===== config.mk =====
export PLATFORM = sky130hd
export DESIGN_NAME = uart_rx_int
export DESIGN_NICKNAME = d
export VERILOG_FILES = /design/src/rtl/uart_rx_int.sv
export SDC_FILE = /design/constraint.sdc
export NUM_CORES = 1
export LEC_CHECK = 0
export CORE_MARGIN = 2
export CORE_UTILIZATION = 30
export DETAILED_ROUTE_END_ITERATION = 12
export PLACE_DENSITY = 0.6
export SLEW_MARGIN = 25
export SYNTH_ARGS = -nofsm -noshare
export SYNTH_HDL_FRONTEND = slang
export SYNTH_SLANG_ARGS = --single-unit

===== constraint.sdc =====
create_clock -name clk -period 1.9 [get_ports clk]
set_input_delay 0.38 -clock clk [delete_from_list [all_inputs] [get_ports clk]]
set_output_delay 0.38 -clock clk [all_outputs]
set_load 0.03 [all_outputs]

===== src/rtl/uart_rx_int.sv =====
// uart_rx_int: 8N1 UART receiver with a single-byte holding register, read
// back by the control unit at 0x70. Raises a one-cycle int_sig per accepted byte.
// Build option: define PARITY_EN for 8E1 frames. This adds a PARITY state
// between DATA and STOP and makes parity_err live.
module uart_rx_int #(
  parameter int CLKS_PER_BIT = 434,
  parameter int CNT_W        = 16
) (
  input  logic        clk,
  input  logic        rst,
  input  logic        rx,
  input  logic        uart_read_end,
  output logic [31:0] rx_data,
  output logic        rx_valid,
  output logic        int_sig,
  output logic        frame_err,
  output logic        overrun,
  output logic        parity_err
);

  localparam logic [CNT_W-1:0] HALF_M1 = CNT_W'(CLKS_PER_BIT / 2 - 1);
  localparam logic [CNT_W-1:0] FULL_M1 = CNT_W'(CLKS_PER_BIT - 1);

  typedef enum logic [2:0] {
    IDLE,
    START,
    DATA,
`ifdef PARITY_EN
    PARITY,
`endif
    STOP
  } state_t;

  state_t           state_q, state_d;
  logic [CNT_W-1:0] cnt_q, cnt_d;
  logic [2:0]       bit_q, bit_d;
  logic [7:0]       shift_q, shift_d;
  logic [7:0]       hold_q;
  logic             rx_m, rx_s;
  logic             accept_q, accept_d;
  logic             set_ferr;
  logic             ferr_q, ovr_q;
`ifdef PARITY_EN
  logic             par_bad_q, par_bad_d;
  logic             set_perr;
  logic             perr_q;
`endif

  // Two-flop synchroniser for the asynchronous serial pin; resets to idle-high.
  always_ff @(posedge clk) begin
    if (rst) begin
      rx_m <= 1'b1;
      rx_s <= 1'b1;
    end else begin
      rx_m <= rx;
      rx_s <= rx_m;
    end
  end

  // Frame FSM state, bit-timing counter, bit index and shift register.
  always_ff @(posedge clk) begin
    if (rst) begin
      state_q  <= IDLE;
      cnt_q    <= '0;
      bit_q    <= '0;
      shift_q  <= '0;
      accept_q <= 1'b0;
`ifdef PARITY_EN
      par_bad_q <= 1'b0;
`endif
    end else begin
      state_q  <= state_d;
      cnt_q    <= cnt_d;
      bit_q    <= bit_d;
      shift_q  <= shift_d;
      accept_q <= accept_d;
`ifdef PARITY_EN
      par_bad_q <= par_bad_d;
`endif
    end
  end

  // Next-state logic. The start bit is checked at mid-bit. Later bits are taken
  // one full bit period apart, so each sample also lands near mid-bit.
  always_comb begin
    state_d  = state_q;
    cnt_d    = cnt_q + 1'b1;
    bit_d    = bit_q;
    shift_d  = shift_q;
    accept_d = 1'b0;
    set_ferr = 1'b0;
`ifdef PARITY_EN
    par_bad_d = par_bad_q;
    set_perr  = 1'b0;
`endif
    case (state_q)
      IDLE: begin
        cnt_d = '0;
        if (!rx_s) state_d = START;
      end
      START: begin
        if (cnt_q == HALF_M1) begin
          cnt_d = '0;
          if (rx_s) begin
            state_d = IDLE;
          end else begin
            state_d = DATA;
            bit_d   = '0;
          end
        end
      end
      DATA: begin
        if (cnt_q == FULL_M1) begin
          cnt_d   = '0;
          shift_d = {rx_s, shift_q[7:1]};
          bit_d   = bit_q + 3'd1;
          if (bit_q == 3'd7) begin
`ifdef PARITY_EN
            state_d = PARITY;
`else
            state_d = STOP;
`endif
          end
        end
      end
`ifdef PARITY_EN
      PARITY: begin
        if (cnt_q == FULL_M1) begin
          cnt_d     = '0;
          par_bad_d = ^{shift_q, rx_s};
          state_d   = STOP;
        end
      end
`endif
      STOP: begin
        if (cnt_q == FULL_M1) begin
          cnt_d   = '0;
          state_d = IDLE;
          if (!rx_s) begin
            set_ferr = 1'b1;
          end
`ifdef PARITY_EN
          else if (par_bad_q) begin
            set_perr = 1'b1;
          end
`endif
          else begin
            accept_d = 1'b1;
          end
        end
      end
      default: begin
        state_d = IDLE;
        cnt_d   = '0;
      end
    endcase
  end

  // Holding register and flags. When a read coincides with an accept, the
  // slot counts as freed in that same cycle, so the new byte is loaded.
  always_ff @(posedge clk) begin
    if (rst) begin
      hold_q   <= '0;
      rx_valid <= 1'b0;
      int_sig  <= 1'b0;
      ferr_q   <= 1'b0;
      ovr_q    <= 1'b0;
`ifdef PARITY_EN
      perr_q   <= 1'b0;
`endif
    end else begin
      int_sig <= 1'b0;
      if (uart_read_end) begin
        rx_valid <= 1'b0;
        ferr_q   <= 1'b0;
        ovr_q    <= 1'b0;
`ifdef PARITY_EN
        perr_q   <= 1'b0;
`endif
      end
      if (accept_q) begin
        if (!rx_valid || uart_read_end) begin
          hold_q   <= shift_q;
          rx_valid <= 1'b1;
          int_sig  <= 1'b1;
        end else begin
          ovr_q <= 1'b1;
        end
      end
      if (set_ferr) ferr_q <= 1'b1;
`ifdef PARITY_EN
      if (set_perr) perr_q <= 1'b1;
`endif
    end
  end

  assign rx_data   = {24'b0, hold_q};
  assign frame_err = ferr_q;
  assign overrun   = ovr_q;
`ifdef PARITY_EN
  assign parity_err = perr_q;
`else
  assign parity_err = 1'b0;
`endif

endmodule


Word level (Yosys, flattened, before mapping):

Cells that the tools add are included.

* word-level logic and storage cells: 68
* bits in registers: 45
* output and inout bits: 37

* add/sub/neg operators: 2
* multiplexer cells: 27
* reductions and logical operators: 12
* bitwise operators: 3
* eq/ne operators: 12

Operator list (number)
* two-way mux 16 bit: 2
* case mux 16 bit (2 select lines): 1
* two-way mux 3 bit: 8
* adder 16 x 1 -> 16 bit, second input constant: 1
* equality test 16 x 8 -> 1 bit, second input constant: 1
* equality test 16 x 9 -> 1 bit, second input constant: 1
* two-way mux 1 bit: 13
* inequality test 2 bit, second input constant: 6
* case mux 3 bit (4 select lines): 1
* equality test 3 x 2 -> 1 bit, second input constant: 2
* case mux 3 bit (2 select lines): 1
* AND reduction 5 bit: 1
* AND reduction 2 bit: 2
* AND reduction 4 bit: 1
* nonzero test 2 bit: 2
* OR reduction 2 bit: 2
* adder 3 x 1 -> 3 bit, second input constant: 1
* equality test 3 x 1 -> 1 bit, second input constant: 1
* equality test 3 bit, second input constant: 1
* logical NOT 3 bit: 1
* NOT 1 bit: 3
* OR reduction 3 bit: 1
* two-way mux 2 bit: 1
* logical NOT 1 bit: 1
* logical OR 1 bit: 1

Depth between registers and ports, before layout:

* word-level depth: 4
* gate-level depth with buffers: 7
* mapped depth without buffers: 6

Least setup slack after synthesis:

No wires, ideal clock.

* path type: reg2reg
* from: register cnt_q[14]
* to: register cnt_q[10]
* period minus slack after synthesis: 1529 ps
* library setup time: 133 ps
* setup slack: 371 ps
* cell stages (with the launch flop): 6
* arrival: 1395 ps
* required time: 1767 ps
* cells stage by stage: dfxtp_1 nor4_2 nand4_1 a22oi_4 buf_6 nor3_1

* cells in the longest elaborated chain, start to end: 3
* elaborated cells between the ends (all ways): 5
* classes of those cells: 2 x eq/ne; 3 x mux

Ends and longest elaborated chain
* from (decl): RTL line 35 `logic [CNT_W-1:0] cnt_q, cnt_d;`
* from (signal assigned): RTL line 73 `cnt_q <= cnt_d;`
* equality test 16 x 9 -> 1 bit / equality test 16 x 8 -> 1 bit (equally long branches): RTL line 113, 136, 102
* two-way mux 16 bit, on equally long branches: RTL line 113, 136, 102
* case mux 16 bit (2 select lines) (*): RTL line 96 `case (state_q)`

Every way passes the cells marked *; elsewhere a longest branch is shown, timed or not.
A chain may end at the register's enable or synchronous reset.

Worst setup path in the final report:

* from: register rx_valid
* to: output port rx_valid

RTL lines
* from (decl): RTL line 14 `output logic rx_valid,`
* from (signal assigned): RTL line 164 `rx_valid <= 1'b0;`
* from (signal assigned): RTL line 174 `rx_valid <= 1'b0;`
* from (signal assigned): RTL line 184 `rx_valid <= 1'b1;`

No word-level cell between the ends.

==> run summary <==
Cts hold-fix bufs - 0
Layout cells sized above 1 - 10.63%
Post-Syn Area - 2136 um2
Leading area contributor after synthesis - dfxtp_1
Total Power - 1.611 mW
Count of yosys warnings during synthesis - 0
Crit Reg-Reg Startpoint - cnt_q[14]
CTS tree - done
Final WL - 3765 um
Vias in the first global route - 1465
PostCTS Resize Cnt - 0
Worst vdd rail ir drop - 0.1928 mV
Routed via count - 1569
CP top delay family - buffers and inverters
H-tree Lvls - 2
Clk_skew - 0.008915 ns
Max frequency - 571.9 MHz
Cell with the most instances after synthesis - dfxtp_1
Largest net degree at the start of global routing - 18
Final Non-Filler Cells - 350
Outcome - finished, final reports clean
DRT Pass-1 Iters - 4
Area growth from synthesis to layout - 12.71%
CP Launch Point - rx_valid
First-pass GRT wire length - 6561 um
Register area share after synthesis - 41.24%
Setup crit start kind - register
Die area - 7810 um2
Crit Path Max Fanout - 4
Chip height - 88.38 um
Post-synthesis cell type count - 42
Post-DR wirelength/cell - 10.76 um
Minimum clock period - 1.749 ns
Antenna violations before repair - 0
Final Hold Fails - 0
RSZ-0062 raised after global routing - false
Crit path buf inv count - 1
Final ANT Viol Nets - 0
Max Cap Violations - 0
# DRC - 0
HP Start - rx_m
Fillers - 708
Total grt overflow - 0
Leak pwr - 0.8881 nW
Worst Hold Slack - 0.4160 ns
Ant diodes - 0
1st-iter DRT viols - 43
Post-synth EDFFs - 0
Core area - 6832 um2
Cells after Synth - 235
Metal3 WL - 136 um
IO Count - 41
Worst path arrival time - 1.37 ns
Layout Nets - 263
WL met1 - 1842 um
Clock tree sinks - 44
Setup TNS - 0 ns
FFs w/ async S/R, synth - 0%
Final period util - 92.04%
# rows - 30
DR top layer - met4
Worst-path cell chain - clkdlybuf4s50_1
Pwr Density - 669.3 nW/um2
Cts bufs inserted - 5
Mean area per synthesized cell - 9.089 um2
Worst-path clk slew - 0.08 ns
Vias per inst - 4.483
Final Max Tran Viols - 0
Critical path's largest stage delay - 0.69 ns
Routability cong. - 0.7443
Clock latency on the worst-skew pair - 0.30 ns
Postcts setup bufs - 0
Post-DP HPWL - 2790 um
CTS root buf - clkbuf_8
Placed insts - 343
Synth area leaders - dfxtp_1 (41%), buf_4 (8.8%), xnor2_1 (4.1%)
Slowest cell on the critical path - clkdlybuf4s50_1
Ys flop type - dfxtp_1
DIE WIDTH - 88.38 um
Clk buf depth - 2
Initial Util - 31.26%
Global Route Usage Sum - 10.70%
Post-synthesis register bit count - 44
Most common library cells after synthesis - dfxtp_1 (44), buf_4 (25), nor3_1 (17)
Worst hold path class - reg -> reg
CP required - 1.52 ns
Share of the synthesized area in the top cell type - 41.24%
Met2 Routed Length - 1708 um
Worst Setup Path Type - reg -> out
Crit. End Element - output pin
PortBufs - 15
Count of final setup violators - 0
## state kept, by name (all words and copies together), names as in the netlist
signal,cells
cnt_q,16
rx_valid,1
bit_q,3
overrun,1
frame_err,1
accept_q,1
hold_q,8
shift_q,8
rx_s,1
rx_m,1
int_sig,1
state_q,2
## layer usage
metal  global-route usage [%]  vias to the layer above
met5                        0                        -
met4                    4.959                        0
met3                    3.078                        8
met2                    17.36                       27
met1                    13.11                      723
li1                         -                      811
## layout make-up
| cell class | instances | area [um2] | share of cell area (%) |
|---|---|---|---|
| timing repair buffer | 25 | 225.2 | 9.356 |
| clock buffer | 5 | 68.82 | 2.859 |
| tap | 96 | 120.1 | 4.990 |
| multi-input combinational | 167 | 1059 | 43.97 |
| clock inverter | 2 | 12.51 | 0.5198 |
| inverter | 11 | 41.29 | 1.715 |
| sequential | 44 | 880.8 | 36.59 |
## report_power, final
part / total (mW) / internal [mW] / leakage (nW) / switching [mW]
Sequential: 0.927 / 0.925 / 0.355 / 0.00248
Clock: 0.559 / 0.249 / 0.0400 / 0.310
Combinational: 0.125 / 0.0245 / 0.493 / 0.100
## per-stage QoR
step,util [%],setup slack [ns],instance area [um2]
after floorplan,-,0.3715,2226
after global placement,34.05,0.2486,2326
after detailed placement,34.05,0.2280,2326
after CTS,35.24,0.1374,2407
after global routing,35.24,0.05483,2407
final,35.24,0.1513,2407
## logic make-up (layout without fill, tap and decap cells)
logic type	count (synthesis)	count (layout)	share of synthesized area [%]
simple gates	84	84	23.67
buf+inv	48	43	13.42
flops	44	44	41.24
compound gates	33	33	9.900
xor+xnor	12	12	4.921
mux	8	8	3.749
fa+ha+maj	5	5	2.929
other cells	1	25	0.1756
## layout by cell type (no fill, tap or decap), types with 3 or more instances in the layout
cell             Yosys  layout
or2_2                3       3
mux2i_1              8       8
dfxtp_1             44      44
nor4_1               3       3
buf_4               25      10
nand3_1              4       4
nand2_1              7       7
nor2_1              14      14
a21oi_1             12      12
inv_1               11      11
ha_1                 5       5
xnor2_1             10      10
nand4_1             12      12
o21ai_0             11      11
conb_1               1      25
clkdlybuf4s50_1      0      15
and3_1               3       3
nand2b_1             4       4
clkbuf_8             0       5
nor3_1              17      17
## worst paths after layout
path | endpoint | slack, ns | cells after the start
setup / recovery | rx_valid | 0.15 | 1
hold / removal | rx_s | 0.42 | 1
setup reg to reg | state_q[0] | 0.20 | 4
hold reg to reg | rx_s | 0.42 | 1
Note: power is estimated with default switching activity, not from simulation.
==> variant 1, RTL diff (same settings) <==
Build with the macro `PARITY_EN` defined.
--- a/src/rtl/uart_rx_int.sv
+++ b/src/rtl/uart_rx_int.sv
@@ -2,6 +2,8 @@
 // back by the control unit at 0x70. Raises a one-cycle int_sig per accepted byte.
 // Build option: define PARITY_EN for 8E1 frames. This adds a PARITY state
 // between DATA and STOP and makes parity_err live.
+`define PARITY_EN
+
 module uart_rx_int #(
   parameter int CLKS_PER_BIT = 434,
   parameter int CNT_W        = 16
Check against the original RTL: no difference found for any inputs over 10 cycles, from zero or initial values and one cycle with rst high; that may be too few to reach the edited logic, so the function may still have changed.
==> variant 1 against the original RTL <==
  * Worst setup slack got worse by 0.024 ns
  * Clock power rose by 34%
  * Routed wire length fell by 0.35%
  * Sequential cell count rose by 3
  * Combinational power fell by 14%
  * Sequential share of layout area fell by 0.89 points
  * Synthesized area rose by 4.2%
  * Final area rose by 9.6%
  * Power rose by 15%
  * Largest power group unchanged
==> variant 1: results (changes against the original RTL) <==
Finish
  • Fin nets: 274 (+4.2%)
  • Share of cells above drive strength 1: 14.66% (+4.0 points)
  • Filler cell count: 740 (+4.5%)

Power and ir drop
  • PwrDens: 700.6 nW/um2 (+4.7%)
  • Power share of the clock group: 40.5% (+5.8 points)
  • Leak pwr: 1.091 nW (+23%)
  • Gate power share: 5.8% (-1.9 points)
  • Max VDD drop: 0.0003567 V (+85%)

GRT
  • Total track usage: 9.653% (-1.0 points)
  • Met1 GRT Util: 12.13% (-0.98 points)
  • Vias in the first global route: 1,494 (+2.0%)
  • Met3 Use GR: 2.766% (-0.31 points)
  • Pin count of the biggest net entering global routing: 21 (+3)
  • Wire length of the first global-routing pass: 6603 um (+0.64%)

Placement
  • Final HPWL DP: 2755 um (-1.3%)
  • Gpl congestion: 0.7848 (+5.4%)
  • IO buf count: 16 (+1)

Synth
  • Post-synthesis sequential area ratio: 42.29% (+1.1 points)
  • Synth top cells by count: dfxtp_1 (47), nor2_1 (45), buf_4 (24), mux2i_1 (18), xnor2_1 (14)
  • Synth cell types: 43 (+2.4%)
  • Adder-Cell Fraction of Synth Area: 2.812% (-0.12 points)

Critical path
  • Worst R2R Path Depth: 7 (+3)
  • Max FO, Critical Path: 3 (-1)
  • Family with the most delay on the worst path: simple AND/OR/NAND/NOR gates
  • CP max stage delay: 0.36 ns (-0.33 ns)
  • Worst Path Arrival: 1.98 ns (+0.61 ns)

Drt
  • Met1 WL: 1783 um (-3.2%)
  • DR WL met2: 1795 um (+5.1%)
  • Via count: 1,549 (-1.3%)
  • Total Wirelength: 3752 um (-0.35%)
  • WL met3: 153 um (+13%)

CTS
  • CTS clock-pin slew for the worst setup and hold paths: 0.10 ns (+0.02 ns)

Outcome
  • Status: complete, no violations

Hold path
  • WHS Path Cells: 1 (unchanged)

STA
  • Worst Skew: 0.01361 ns (+0.004700 ns)
[variant 1: changes by cell type after synthesis, moves of 6 or more]
cell     unedited run  this run
nand4_1            12         5
a21oi_1            12         5
nor3_1             17         4
nor2_1             14        45
mux2i_1             8        18
o21ai_0            11         1
inv_1              11         5
[variant 1: worst paths after layout]
check        startpoint  slack, ns  endpoint
min reg2reg        rx_m       0.44      rx_s
max reg2reg    cnt_q[1]       0.13  bit_q[0]
min                rx_m       0.44      rx_s
max            cnt_q[1]       0.13  bit_q[0]
[variant 1: layout make-up]
cell class                 instances  area share (%)
clock buffer                       5           2.608
timing repair buffer              33           11.52
sequential                        47           35.70
clock inverter                     3           1.802
tap                               99           4.694
inverter                           5          0.7112
multi-input combinational        173           42.96
[variant 1: per-stage QoR]
step	instances	util, %	setup slack, ns	area [um2]
floorplan	260	-	0.05559	2311
global placement	355	34.51	0.09865	2490
detailed placement	355	34.51	0.01552	2490
CTS	363	36.13	0.0009728	2606
global route	365	36.58	0.02969	2639
finish	365	36.58	0.1273	2639
==> variant 2, RTL diff (config.mk and constraints unchanged) <==
Without the edit above. Put a register stage on the output `rx_data`, cleared by the reset. The value now appears one clock later. The other outputs are not delayed to match.
--- a/src/rtl/uart_rx_int.sv
+++ b/src/rtl/uart_rx_int.sv
@@ -194,7 +194,13 @@
     end
   end
 
-  assign rx_data   = {24'b0, hold_q};
+  always_ff @(posedge clk) begin
+    if (rst) begin
+      rx_data <= '0;
+    end else begin
+      rx_data <= {24'b0, hold_q};
+    end
+  end
   assign frame_err = ferr_q;
   assign overrun   = ovr_q;
 `ifdef PARITY_EN
Check against the original RTL: same outputs for any inputs over 10 cycles, from zero or initial values and one cycle with rst high; that may be too few to reach the edited logic, so the function may still have changed.
==> variant 2 against the original RTL <==
  * Die area rose by 5.6%
  * Highest routed layer unchanged
  * Routed wire length rose by 5.3%
  * Worst setup slack got worse by 0.016 ns
  * Clock power rose by 13%
  * Fmax fell by 0.91%
  * Final area rose by 5.1%
  * Critical path type unchanged
  * Synthesized area rose by 5.9%
  * Worst hold slack improved by 0.0064 ns
  * Sequential cell count rose by 8
  * Power rose by 17%
  * Core utilization fell by 0.54 points
==> variant 2: results (changes against the original RTL) <==
Outcome
  • Status: complete, no violations

Synth
  • Post-synthesis mux area share: 0% (-3.7 points)
  • Synth area leaders: dfxtp_1 (46%), buf_4 (9.0%), nor3_1 (3.1%)
  • Avg Inst Size Synth: 9.585 um2 (+5.5%)
  • Yosys top cell area share: 46.02% (+4.8 points)
  • Synth cell types: 41 (-2.4%)
  • Complex-gate fraction of the synthesized area: 12.83% (+2.9 points)
  • XOR/XNOR share of the synthesized area: 4.259% (-0.66 points)

Finish
  • Invs w/o clock: 7 (-4)
  • Clock buffer count: 6 (+1)
  • Clock Network Area Fraction: 3.511% (+0.13 points)
  • Non-CTS buffers: 23 (-8.0%)
  • Filler cell count: 794 (+12%)
  • Multi-input gates: 165 (-1.2%)
  • Non-clk buf share: 8.309% (-1.0 points)

Power and ir drop
  • Power share of the clock group: 33.7% (-1.0 points)
  • P_seq: 1.10 mW (+19%)
  • Sw power: 0.4912 mW (+19%)
  • Internal: 1.390 mW (+16%)
  • Max VDD drop: 0.0002799 V (+45%)

Placement
  • Final HPWL DP: 2819 um (+1.0%)
  • Post-DP Area: 2441 um2 (+4.9%)

GRT
  • Pin count of the biggest net entering global routing: 26 (+8)
  • Met3 Use GR: 3.589% (+0.51 points)
  • Vias in the first global route: 1,515 (+3.4%)

STA
  • Worst Skew: 0.003960 ns (-0.004955 ns)

Critical path
  • Worst R2R Path Depth: 5 (+1)
  • R2r endpoint: bit_q[1]
  • Reg2Reg Setup Slack: 0.18 ns (-0.02 ns)
-- variant 2: cell count changes after synthesis, moves of 4 or more --
cell / before / now
dfxtp_1: 44 / 52
o22a_1: 0 / 8
nand3_1: 4 / 11
nor2_1: 14 / 4
xnor2_1: 10 / 6
nor2b_1: 1 / 9
mux2i_1: 8 / 0
inv_1: 11 / 7
-- variant 2: worst min-delay path by stage --
stage	slack [ns]	start	to	cells after the start
2_1_floorplan	0.39	rx_m	rx_s	1
3_3_place_gp	0.40	rx_m	rx_s	1
3_5_place_dp	0.40	rx_m	rx_s	1
4_1_cts	0.43	rx_m	rx_s	1
5_1_grt	0.46	rx_m	rx_s	1
6_report	0.42	rx_m	rx_s	1
-- variant 2: routing by layer --
metal / up-vias / wire length (um)
li1: 828 / -
met1: 757 / 1849
met2: 37 / 1880
met3: 5 / 201
met4: 0 / 32
met5: - / 0
